$ cat config.mk
export PLATFORM = sky130hd
export DESIGN_NAME = rvm_mem_arbiter_flat
export DESIGN_NICKNAME = d
export VERILOG_FILES = /design/src/rtl/rvm_mem_arbiter_if.sv /design/src/rtl/rvm_mem_arbiter.sv /design/src/flat_wrapper.sv
export SDC_FILE = /design/constraint.sdc
export NUM_CORES = 1
export LEC_CHECK = 0
export ABC_AREA = 1
export BUFFER_PORTS_ARGS = -buffer_cell sky130_fd_sc_hd__buf_2
export CAP_MARGIN = 0
export CORE_ASPECT_RATIO = 0.8
export CORE_MARGIN = 2
export CORE_UTILIZATION = 42
export DETAILED_ROUTE_END_ITERATION = 6
export PLACE_DENSITY = 0.89
export SYNTH_ARGS = -nofsm -noshare
export SYNTH_HDL_FRONTEND = slang
export SYNTH_SLANG_ARGS = --single-unit
$ cat constraint.sdc
create_clock -name clk -period 2.1 [get_ports clk]
set_input_delay 0.63 -clock clk [delete_from_list [all_inputs] [get_ports clk]]
set_output_delay 0.63 -clock clk [all_outputs]
set_load 0.05 [all_outputs]
$ cat src/rtl/rvm_mem_arbiter_if.sv
// Request, completion and shared-memory-bus signals of rvm_mem_arbiter.
// slave: arbiter side; master: requesters plus memory model side.
interface rvm_mem_arbiter_if;
  logic        i_req;
  logic [31:0] i_addr;
  logic        i_done;
  logic [31:0] i_rdata;
  logic        i_err;

  logic        d_req;
  logic [31:0] d_addr;
  logic [31:0] d_wdata;
  logic [3:0]  d_ben;
  logic        d_wen;
  logic        d_done;
  logic [31:0] d_rdata;
  logic        d_err;

  logic [31:0] mem_addr;
  logic [31:0] mem_wdata;
  logic [3:0]  mem_ben;
  logic        mem_wen;
  logic [31:0] mem_rdata;
  logic        mem_stall;
  logic        mem_error;

  modport slave (
    input  i_req, i_addr,
    output i_done, i_rdata, i_err,
    input  d_req, d_addr, d_wdata, d_ben, d_wen,
    output d_done, d_rdata, d_err,
    output mem_addr, mem_wdata, mem_ben, mem_wen,
    input  mem_rdata, mem_stall, mem_error
  );

  modport master (
    output i_req, i_addr,
    input  i_done, i_rdata, i_err,
    output d_req, d_addr, d_wdata, d_ben, d_wen,
    input  d_done, d_rdata, d_err,
    input  mem_addr, mem_wdata, mem_ben, mem_wen,
    output mem_rdata, mem_stall, mem_error
  );
endinterface

$ cat src/rtl/rvm_mem_arbiter.sv
// Fetch/data arbiter for the shared SRAM bus, with stall watchdog.
// Ports: clk, resetn (async low), arb (rvm_mem_arbiter_if.slave).
// RVM_ARB_ROUND_ROBIN_EN: round-robin on ties, else data wins.
module rvm_mem_arbiter #(
  parameter int STALL_LIMIT = 64,
  parameter int CW          = 8
) (
  input  logic              clk,
  input  logic              resetn,
  rvm_mem_arbiter_if.slave  arb
);

  typedef enum logic [1:0] {
    IDLE   = 2'd0,
    BUSY_I = 2'd1,
    BUSY_D = 2'd2
  } state_e;

  localparam logic [CW-1:0] LIM = CW'(STALL_LIMIT);

  state_e        state_q, state_d;
  logic [CW-1:0] cnt_q, cnt_d;
  logic [31:0]   addr_q, addr_d;
  logic [31:0]   wdata_q, wdata_d;
  logic [3:0]    ben_q, ben_d;
  logic          wen_q, wen_d;
  logic          gnt_d;
  logic          tmo;
  logic          fin;

`ifdef RVM_ARB_ROUND_ROBIN_EN
  logic last_d_q, last_d_d;

  always_ff @(posedge clk or negedge resetn) begin
    if (!resetn) last_d_q <= 1'b1;
    else         last_d_q <= last_d_d;
  end

  // On a tie, the port not served last time wins.
  assign gnt_d = arb.d_req && (!arb.i_req || !last_d_q);
`else
  assign gnt_d = arb.d_req;
`endif

  // Watchdog fires when the stall has lasted STALL_LIMIT cycles.
  assign tmo = (STALL_LIMIT != 0) && arb.mem_stall && (cnt_q == LIM);
  assign fin = !arb.mem_stall || tmo;

  always_ff @(posedge clk or negedge resetn) begin
    if (!resetn) begin
      state_q <= IDLE;
      cnt_q   <= '0;
      addr_q  <= '0;
      wdata_q <= '0;
      ben_q   <= '0;
      wen_q   <= 1'b0;
    end else begin
      state_q <= state_d;
      cnt_q   <= cnt_d;
      addr_q  <= addr_d;
      wdata_q <= wdata_d;
      ben_q   <= ben_d;
      wen_q   <= wen_d;
    end
  end

  always_comb begin
    state_d     = state_q;
    cnt_d       = cnt_q;
    addr_d      = addr_q;
    wdata_d     = wdata_q;
    ben_d       = ben_q;
    wen_d       = wen_q;
`ifdef RVM_ARB_ROUND_ROBIN_EN
    last_d_d    = last_d_q;
`endif
    arb.i_done  = 1'b0;
    arb.i_err   = 1'b0;
    arb.i_rdata = '0;
    arb.d_done  = 1'b0;
    arb.d_err   = 1'b0;
    arb.d_rdata = '0;
    case (state_q)
      IDLE: begin
        cnt_d = '0;
        if (gnt_d) begin
          addr_d  = arb.d_addr;
          wdata_d = arb.d_wdata;
          ben_d   = arb.d_ben;
          wen_d   = arb.d_wen;
          state_d = BUSY_D;
`ifdef RVM_ARB_ROUND_ROBIN_EN
          last_d_d = 1'b1;
`endif
        end else if (arb.i_req) begin
          addr_d  = arb.i_addr;
          wdata_d = '0;
          ben_d   = 4'b1111;
          wen_d   = 1'b0;
          state_d = BUSY_I;
`ifdef RVM_ARB_ROUND_ROBIN_EN
          last_d_d = 1'b0;
`endif
        end
      end
      BUSY_I: begin
        if (fin) begin
          arb.i_done  = 1'b1;
          arb.i_err   = tmo | arb.mem_error;
          arb.i_rdata = tmo ? 32'h0 : arb.mem_rdata;
          state_d     = IDLE;
          ben_d       = '0;
          wen_d       = 1'b0;
        end else begin
          cnt_d = cnt_q + 1'b1;
        end
      end
      BUSY_D: begin
        if (fin) begin
          arb.d_done  = 1'b1;
          arb.d_err   = tmo | arb.mem_error;
          arb.d_rdata = tmo ? 32'h0 : arb.mem_rdata;
          state_d     = IDLE;
          ben_d       = '0;
          wen_d       = 1'b0;
        end else begin
          cnt_d = cnt_q + 1'b1;
        end
      end
      default: begin
        state_d = IDLE;
        ben_d   = '0;
        wen_d   = 1'b0;
      end
    endcase
  end

  assign arb.mem_addr  = addr_q;
  assign arb.mem_wdata = wdata_q;
  assign arb.mem_ben   = ben_q;
  assign arb.mem_wen   = wen_q;

endmodule
$ cat src/flat_wrapper.sv
// flat-port wrapper written by rule: the top's interface ports become plain ports
module rvm_mem_arbiter_flat 
#(
  parameter int STALL_LIMIT = 64,
  parameter int CW          = 8
)
  (clk, resetn, arb_i_req, arb_i_addr, arb_i_done, arb_i_rdata, arb_i_err, arb_d_req, arb_d_addr, arb_d_wdata, arb_d_ben, arb_d_wen, arb_d_done, arb_d_rdata, arb_d_err, arb_mem_addr, arb_mem_wdata, arb_mem_ben, arb_mem_wen, arb_mem_rdata, arb_mem_stall, arb_mem_error);
  rvm_mem_arbiter_if arb_i ();
  input  logic clk;
  input  logic resetn;
  input wire logic [$bits(arb_i.i_req)-1:0] arb_i_req;
  input wire logic [$bits(arb_i.i_addr)-1:0] arb_i_addr;
  output wire logic [$bits(arb_i.i_done)-1:0] arb_i_done;
  output wire logic [$bits(arb_i.i_rdata)-1:0] arb_i_rdata;
  output wire logic [$bits(arb_i.i_err)-1:0] arb_i_err;
  input wire logic [$bits(arb_i.d_req)-1:0] arb_d_req;
  input wire logic [$bits(arb_i.d_addr)-1:0] arb_d_addr;
  input wire logic [$bits(arb_i.d_wdata)-1:0] arb_d_wdata;
  input wire logic [$bits(arb_i.d_ben)-1:0] arb_d_ben;
  input wire logic [$bits(arb_i.d_wen)-1:0] arb_d_wen;
  output wire logic [$bits(arb_i.d_done)-1:0] arb_d_done;
  output wire logic [$bits(arb_i.d_rdata)-1:0] arb_d_rdata;
  output wire logic [$bits(arb_i.d_err)-1:0] arb_d_err;
  output wire logic [$bits(arb_i.mem_addr)-1:0] arb_mem_addr;
  output wire logic [$bits(arb_i.mem_wdata)-1:0] arb_mem_wdata;
  output wire logic [$bits(arb_i.mem_ben)-1:0] arb_mem_ben;
  output wire logic [$bits(arb_i.mem_wen)-1:0] arb_mem_wen;
  input wire logic [$bits(arb_i.mem_rdata)-1:0] arb_mem_rdata;
  input wire logic [$bits(arb_i.mem_stall)-1:0] arb_mem_stall;
  input wire logic [$bits(arb_i.mem_error)-1:0] arb_mem_error;
  assign arb_i.i_req = arb_i_req;
  assign arb_i.i_addr = arb_i_addr;
  assign arb_i_done = arb_i.i_done;
  assign arb_i_rdata = arb_i.i_rdata;
  assign arb_i_err = arb_i.i_err;
  assign arb_i.d_req = arb_d_req;
  assign arb_i.d_addr = arb_d_addr;
  assign arb_i.d_wdata = arb_d_wdata;
  assign arb_i.d_ben = arb_d_ben;
  assign arb_i.d_wen = arb_d_wen;
  assign arb_d_done = arb_i.d_done;
  assign arb_d_rdata = arb_i.d_rdata;
  assign arb_d_err = arb_i.d_err;
  assign arb_mem_addr = arb_i.mem_addr;
  assign arb_mem_wdata = arb_i.mem_wdata;
  assign arb_mem_ben = arb_i.mem_ben;
  assign arb_mem_wen = arb_i.mem_wen;
  assign arb_i.mem_rdata = arb_mem_rdata;
  assign arb_i.mem_stall = arb_mem_stall;
  assign arb_i.mem_error = arb_mem_error;
  rvm_mem_arbiter #(.STALL_LIMIT(STALL_LIMIT), .CW(CW)) u_core (.clk(clk), .resetn(resetn), .arb(arb_i));
endmodule
==> impl_metrics.yaml, run 1 <==
finish:
  layout.nets: 988
  stdcell_count: 969
  syn_to_final_growth_pct: 84.4
  final_cell_area_mm2: 0.00764
  drive_gt1_share_pct: 50.2
min_path:
  min_path_type: "input pin to asynchronous set/reset pin"
sta:
  rsz0062_at_grt: "yes"
  setup_viol: 67
  drv_slew: 0
  setup_ws_ns: -0.140
  finalHoldWorstSlack_ns: 0.240
  slew_headroom_pct: 70.5
  skew_ns: 0.00734
  tns_ns: -4.98
  finalCritPeriodShare_pct: 107
  hold_violations: 0
  tightest_slew_ns: 0.443
  period_minus_slack_ns: 2.24
  timing.fmax_mhz: 446
drt:
  drc: 0
  dr.pass1.iters: 5
  final_antenna_net_count: 0
  wl_per_cell_um: 15.7
  via_per_inst: 5.01
  drt_iter0_markers: 293
  vias: 4855
  wl_mm: 15.2
place:
  place_congestion: 0.868
  dp_hpwl_mm: 10.5
  dp.cells: 942
  port_buffers: 275
  place_area_mm2: 0.00651
setup_path:
  max_stage_delay_ns: 0.41
  crit_slowest_cell: "dfrtp_1"
  start_kind: "flop"
  critPathKind: "flop to output port"
  endpoint_kind: "output port"
  r2r-end: "u_core.arb.mem_addr[31]$_DFFE_PN0P_"
  reg2reg_slack_ns: 0.36
  worst-path-max-fanout: 6
  ff2ff_path_depth: 8
  critical_path_arrival_ns: 1.61
  timing.rr.start: "u_core.state_q[0]$_DFFE_PN0P_"
  crit_chain: "inv_2, ha_4, clkinv_8, buf_16, nor3_4, buf_6"
  required_ns: 1.47
clock_network:
  htreeDepth: 3
  cts_tree: "done"
  clk_latency_ns: 0.33
  cts_buffers: 9
  clockRootBuffer: "clkbuf_16"
  cts.clk_slew.worst_paths_ns: 0.06
  cts_buffer_depth: 2
  clock-sinks: 79
synth:
  synth_area_mm2: 0.00415
  postSynthAreaPerCell_um2: 7.48
  synth.top_cell.area_share_pct: 47.7
  syn-num-nets: 698
  ys_types: 22
  synth_top_cell_by_area: "dfrtp_1"
  syn_inst: 554
  synth-seq-cells: 79
  yosys_warnings: 0
  synth.area.top_cells: "dfrtp_1 (48%), nand2_1 (16%), nor3_1 (7.7%)"
  ys_seq_area_share_pct: 47.7
global_routing:
  grt_first_pass_wirelength_mm: 23.9
  grt_usage_pct: 28.6
  grt_pass1_vias: 4831
  grt_max_degree: 41
  grt-ovfl-total: 0
  antenna_found_initial: 1
pwr:
  cellPowerDensity_mw_per_mm2: 1460
  ir_worst_vdd_mv: 1.19
  p_leak_uw: 0.00398
floorplanning:
  fp.dieW_um: 115
  ios: 276
  chipHeight_um: 92.9
  start_util_pct: 43.2
  coreArea_mm2: 0.00961
  die_area_mm2: 0.0107
  std_cell_rows: 32
status:
  status: "finished, violations left"
  violations: "negative setup slack"
job:
  max-cap-violations: 0
cells in the mapped netlist (all sizes together):
master	number
a21oi	3
a31oi	32
buf	20
clkbuf	17
clkinv	2
dfrtp	79
ha	5
inv	49
nand2	176
nand3	19
nor2	47
nor3	64
o21ai	35
or2	4
xnor2	1
xor2	1
layout by cell type, fill, tap and decap left out, types with 2 or more instances in the layout:
cell type	synthesis	final
buf_2	16	205
nand2_1	174	173
dfrtp_1	79	79
buf_6	4	70
nor3_4	0	64
inv_1	46	40
nor2_1	45	40
o21ai_0	35	34
a31oi_1	32	32
buf_4	0	22
nand3_1	18	18
buf_12	0	11
clkbuf_16	0	10
inv_2	3	9
nor2_4	1	4
or2_2	4	4
buf_16	0	4
a21oi_1	3	3
ha_4	0	3
buf_8	0	3
nor2_2	0	2
nand2_2	2	2
ha_1	5	2
clkinvlp_4	0	2
bufinv_16	0	2
layer usage:
layer | part of all wire (%) | GRT usage [%] | up-vias | wire length (um)
met3 | 7.2 | 7.40 | 28 | 1100
li1 | - | - | 2376 | -
met5 | 0 | 0 | - | 0
met1 | 36 | 32.0 | 2209 | 5530
met2 | 53 | 50.7 | 242 | 8070
met4 | 3.2 | 13.4 | 0 | 484
worst max-delay path: cells and delay by family, from the launching register on:
kind / cells / cell delay [ns]
buffers and inverters: 4 / 0.53
AND/OR/NAND/NOR: 1 / 0.16
flip-flops: 1 / 0.41
adder cells (fa/ha/maj): 1 / 0.17
logic make-up (layout without fill, tap and decap cells):
logic type | count (synthesis) | after routing | synth area share, %
and+or+nand+nor | 310 | 310 | 31.8
buffers and inverters | 88 | 383 | 9.17
DFF | 79 | 79 | 47.7
AOI/OAI and AO/OA | 70 | 70 | 9.41
adders and majority gates | 5 | 5 | 1.51
xor gates and xnor gates | 2 | 2 | 0.423
other | 0 | 1 | 0
worst max-delay path by stage:
stage / end / cells past startpoint / from
6_report: arb_i_rdata[12] / 6 / u_core.state_q[1]$_DFFE_PN0P_
4_1_cts: arb_i_rdata[28] / 6 / u_core.state_q[0]$_DFFE_PN0P_
5_1_grt: arb_i_rdata[12] / 6 / u_core.state_q[0]$_DFFE_PN0P_
3_3_place_gp: arb_i_rdata[14] / 4 / arb_mem_stall
2_1_floorplan: arb_d_rdata[0] / 2 / arb_mem_stall
3_5_place_dp: arb_d_err / 10 / u_core.cnt_q[0]$_DFFE_PN0P_
sequential cells by signal, indices dropped and copies added (netlist names):
| signal | count |
|---|---|
| u_core.state_q | 2 |
| u_core.arb.mem_wen | 1 |
| u_core.arb.mem_addr | 32 |
| u_core.arb.mem_wdata | 32 |
| u_core.arb.mem_ben | 4 |
| u_core.cnt_q | 8 |
what timing repair did:
item | in CTS | in global routing
buffers inserted | 5 | 1
gates cloned | 4 | 1
resized for setup | 180 | 9
hold buffers | 0 | 0
pin swaps | 13 | 17
endpoints found under the setup margin | 68 | 68
cell type report:
cell class / instances / area (um2)
diodes: 1 / 2.50
clock buffers: 10 / 239
clock inverters: 6 / 92.6
fillers: 624 / 1960
inverters: 51 / 211
multi-input cells: 387 / 2590
flip-flops and latches: 79 / 1980
well taps: 119 / 149
repair buffers: 316 / 2380
power by group:
part	internal, uW	total [uW]	switching, uW
Clock	1080	1710	627
Sequential	2170	2510	336
Combinational	2010	6950	4940
metrics by stage:
stage	total power, uW	utilization [%]	setup slack [ns]
global placement	8620	67.7	0.0241
CTS	11100	78.8	-0.135
floorplan	7150	-	-0.407
detailed placement	8720	67.7	-0.0101
global route	11700	79.6	-0.204
finish	11200	79.6	-0.140
Power figures use the tool's default switching activity.
==> run 2: changes to the inputs <==
CTS_BUF_LIST = sky130_fd_sc_hd__clkbuf_16   (was not set)
==> impl_metrics.yaml, run 2 (same netlist as run 1, synthesis figures left out) <==
status:
  status: "finished, violations left"
  violations: "negative setup slack"
sta:
  finalCritPeriodShare_pct: 107
  skew_ns: 0.00790
  slew_headroom_pct: 70.5
  hold_violations: 0
  setup_ws_ns: -0.139
  setup_viol: 67
  drv_slew: 0
  period_minus_slack_ns: 2.24
  tightest_slew_ns: 0.443
  timing.fmax_mhz: 447
  rsz0062_at_grt: "yes"
drt:
  dr.pass1.iters: 5
  via_per_inst: 4.99
  wl_per_cell_um: 15.6
  drc: 0
  final_antenna_net_count: 0
  drt_iter0_markers: 302
  vias: 4833
  wl_mm: 15.1
clock_network:
  clk_latency_ns: 0.33
  cts_buffers: 9
  clock-sinks: 79
  clockRootBuffer: "clkbuf_16"
  cts.clk_slew.worst_paths_ns: 0.06
  cts_tree: "done"
  htreeDepth: 3
  cts_buffer_depth: 2
floorplanning:
  coreArea_mm2: 0.00961
  start_util_pct: 43.2
  fp.dieW_um: 115
  chipHeight_um: 92.9
  std_cell_rows: 32
  die_area_mm2: 0.0107
  ios: 276
place:
  dp.cells: 942
  dp_hpwl_mm: 10.5
  port_buffers: 275
  place_ws_ns: -0.0101
  place_congestion: 0.868
setup_path:
  endpoint_kind: "output port"
  worst-path-max-fanout: 6
  required_ns: 1.47
  start_kind: "flop"
  reg2reg_slack_ns: 0.36
  critical_path_arrival_ns: 1.61
  critPathKind: "flop to output port"
global_routing:
  grt-ovfl-total: 0
  grt_usage_pct: 28.5
  grt_max_degree: 41
  antenna_found_initial: 1
  grt_first_pass_wirelength_mm: 23.8
  grt_pass1_vias: 4826
finish:
  layout_common_cells: "buf_2 (205), nand2_1 (173), dfrtp_1 (79)"
  layout.nets: 988
  fillers: 624
  stdcell_count: 969
  layout_commonest_cell: "buf_2"
  drive_gt1_share_pct: 50.1
  syn_to_final_growth_pct: 84.1
  final_util_pct: 79.5
pwr:
  ir_worst_vdd_mv: 1.19
  power.switching_uw: 5890
  power_uw: 11100
  p_int_uw: 5230
  power_frac_clock_pct: 15.0
  p_seq_share_pct: 22.5
  pwr-share-comb_pct: 62.5
  cellPowerDensity_mw_per_mm2: 1460
  swShare_pct: 53.0
  p_leak_uw: 0.00397
min_path:
  min_path_type: "input pin to asynchronous set/reset pin"
job:
  max-cap-violations: 0
run 2: cell types whose count changed in the layout (fill, tap and decap cells not counted):
cell	change
clkinv_1	+1
clkbuf_8	-1
run 2: per-layer routing:
| metal | share of wire [%] | up-vias | global-route usage [%] |
|---|---|---|---|
| met1 | 36 | 2204 | 32.1 |
| li1 | - | 2371 | - |
| met5 | 0 | - | 0 |
| met2 | 53 | 232 | 50.3 |
| met3 | 7.2 | 26 | 7.40 |
| met4 | 3.1 | 0 | 13.4 |
run 2: layout make-up:
type | instances | area (um2) | area share (%)
Timing Repair Buffer | 316 | 2380 | 31.2
Inverter | 51 | 211 | 2.77
Sequential cell | 79 | 1980 | 25.9
Multi-Input combinational cell | 387 | 2590 | 34.0
Clock inverter | 7 | 96.3 | 1.26
Tap cell | 119 | 149 | 1.95
Antenna cell | 1 | 2.50 | 0.0328
Clock buffer | 9 | 225 | 2.95
run 2: power by group through the flow:
stage	registers, uW	clock network (uW)	logic (uW)
2_1_floorplan	4660	0	2480
3_3_place_gp	2480	0	6140
3_5_place_dp	2510	0	6210
4_1_cts	2510	1680	6870
5_1_grt	2580	1760	7360
6_report	2510	1670	6940
run 2: timing repair:
item                                    4_1_cts  5_1_grt
endpoints found under the setup margin       68       68
resized for setup                           180        9
buffers inserted                              5        1
pin swaps                                    13       17
gates cloned                                  4        1
hold buffers                                  0        0
run 2: final timing paths:
| kind | start | end | cells past startpoint |
|---|---|---|---|
| max | u_core.state_q[1]$_DFFE_PN0P_ | arb_i_rdata[12] | 6 |
| min | resetn | u_core.arb.mem_addr[18]$_DFFE_PN0P_ | 1 |
| max reg2reg | u_core.state_q[0]$_DFFE_PN0P_ | u_core.arb.mem_addr[31]$_DFFE_PN0P_ | 8 |
| min reg2reg | u_core.arb.mem_wen$_DFFE_PN0P_ | u_core.arb.mem_wen$_DFFE_PN0P_ | 2 |
| max in group asynchronous | resetn | u_core.arb.mem_wdata[11]$_DFFE_PN0P_ | 2 |
| min in group clk | u_core.arb.mem_wen$_DFFE_PN0P_ | u_core.arb.mem_wen$_DFFE_PN0P_ | 2 |
run 2: critical path, stage by stage (launching register included):
cell and delay (ns):
dfrtp_1 0.41, inv_2 0.10, ha_4 0.17, clkinv_8 0.09, buf_16 0.16, nor3_4 0.16
buf_6 0.19
run 2: metrics by stage:
stage	instance area, um2	hold WS, ns	TNS (ns)
after CTS	7560	0.256	-5.10
final	7630	0.240	-4.86
after floorplan	4860	0.334	-5.36
after global placement	6510	0.450	0
after global routing	7630	0.276	-8.64
after detailed placement	6510	0.455	-0.0152
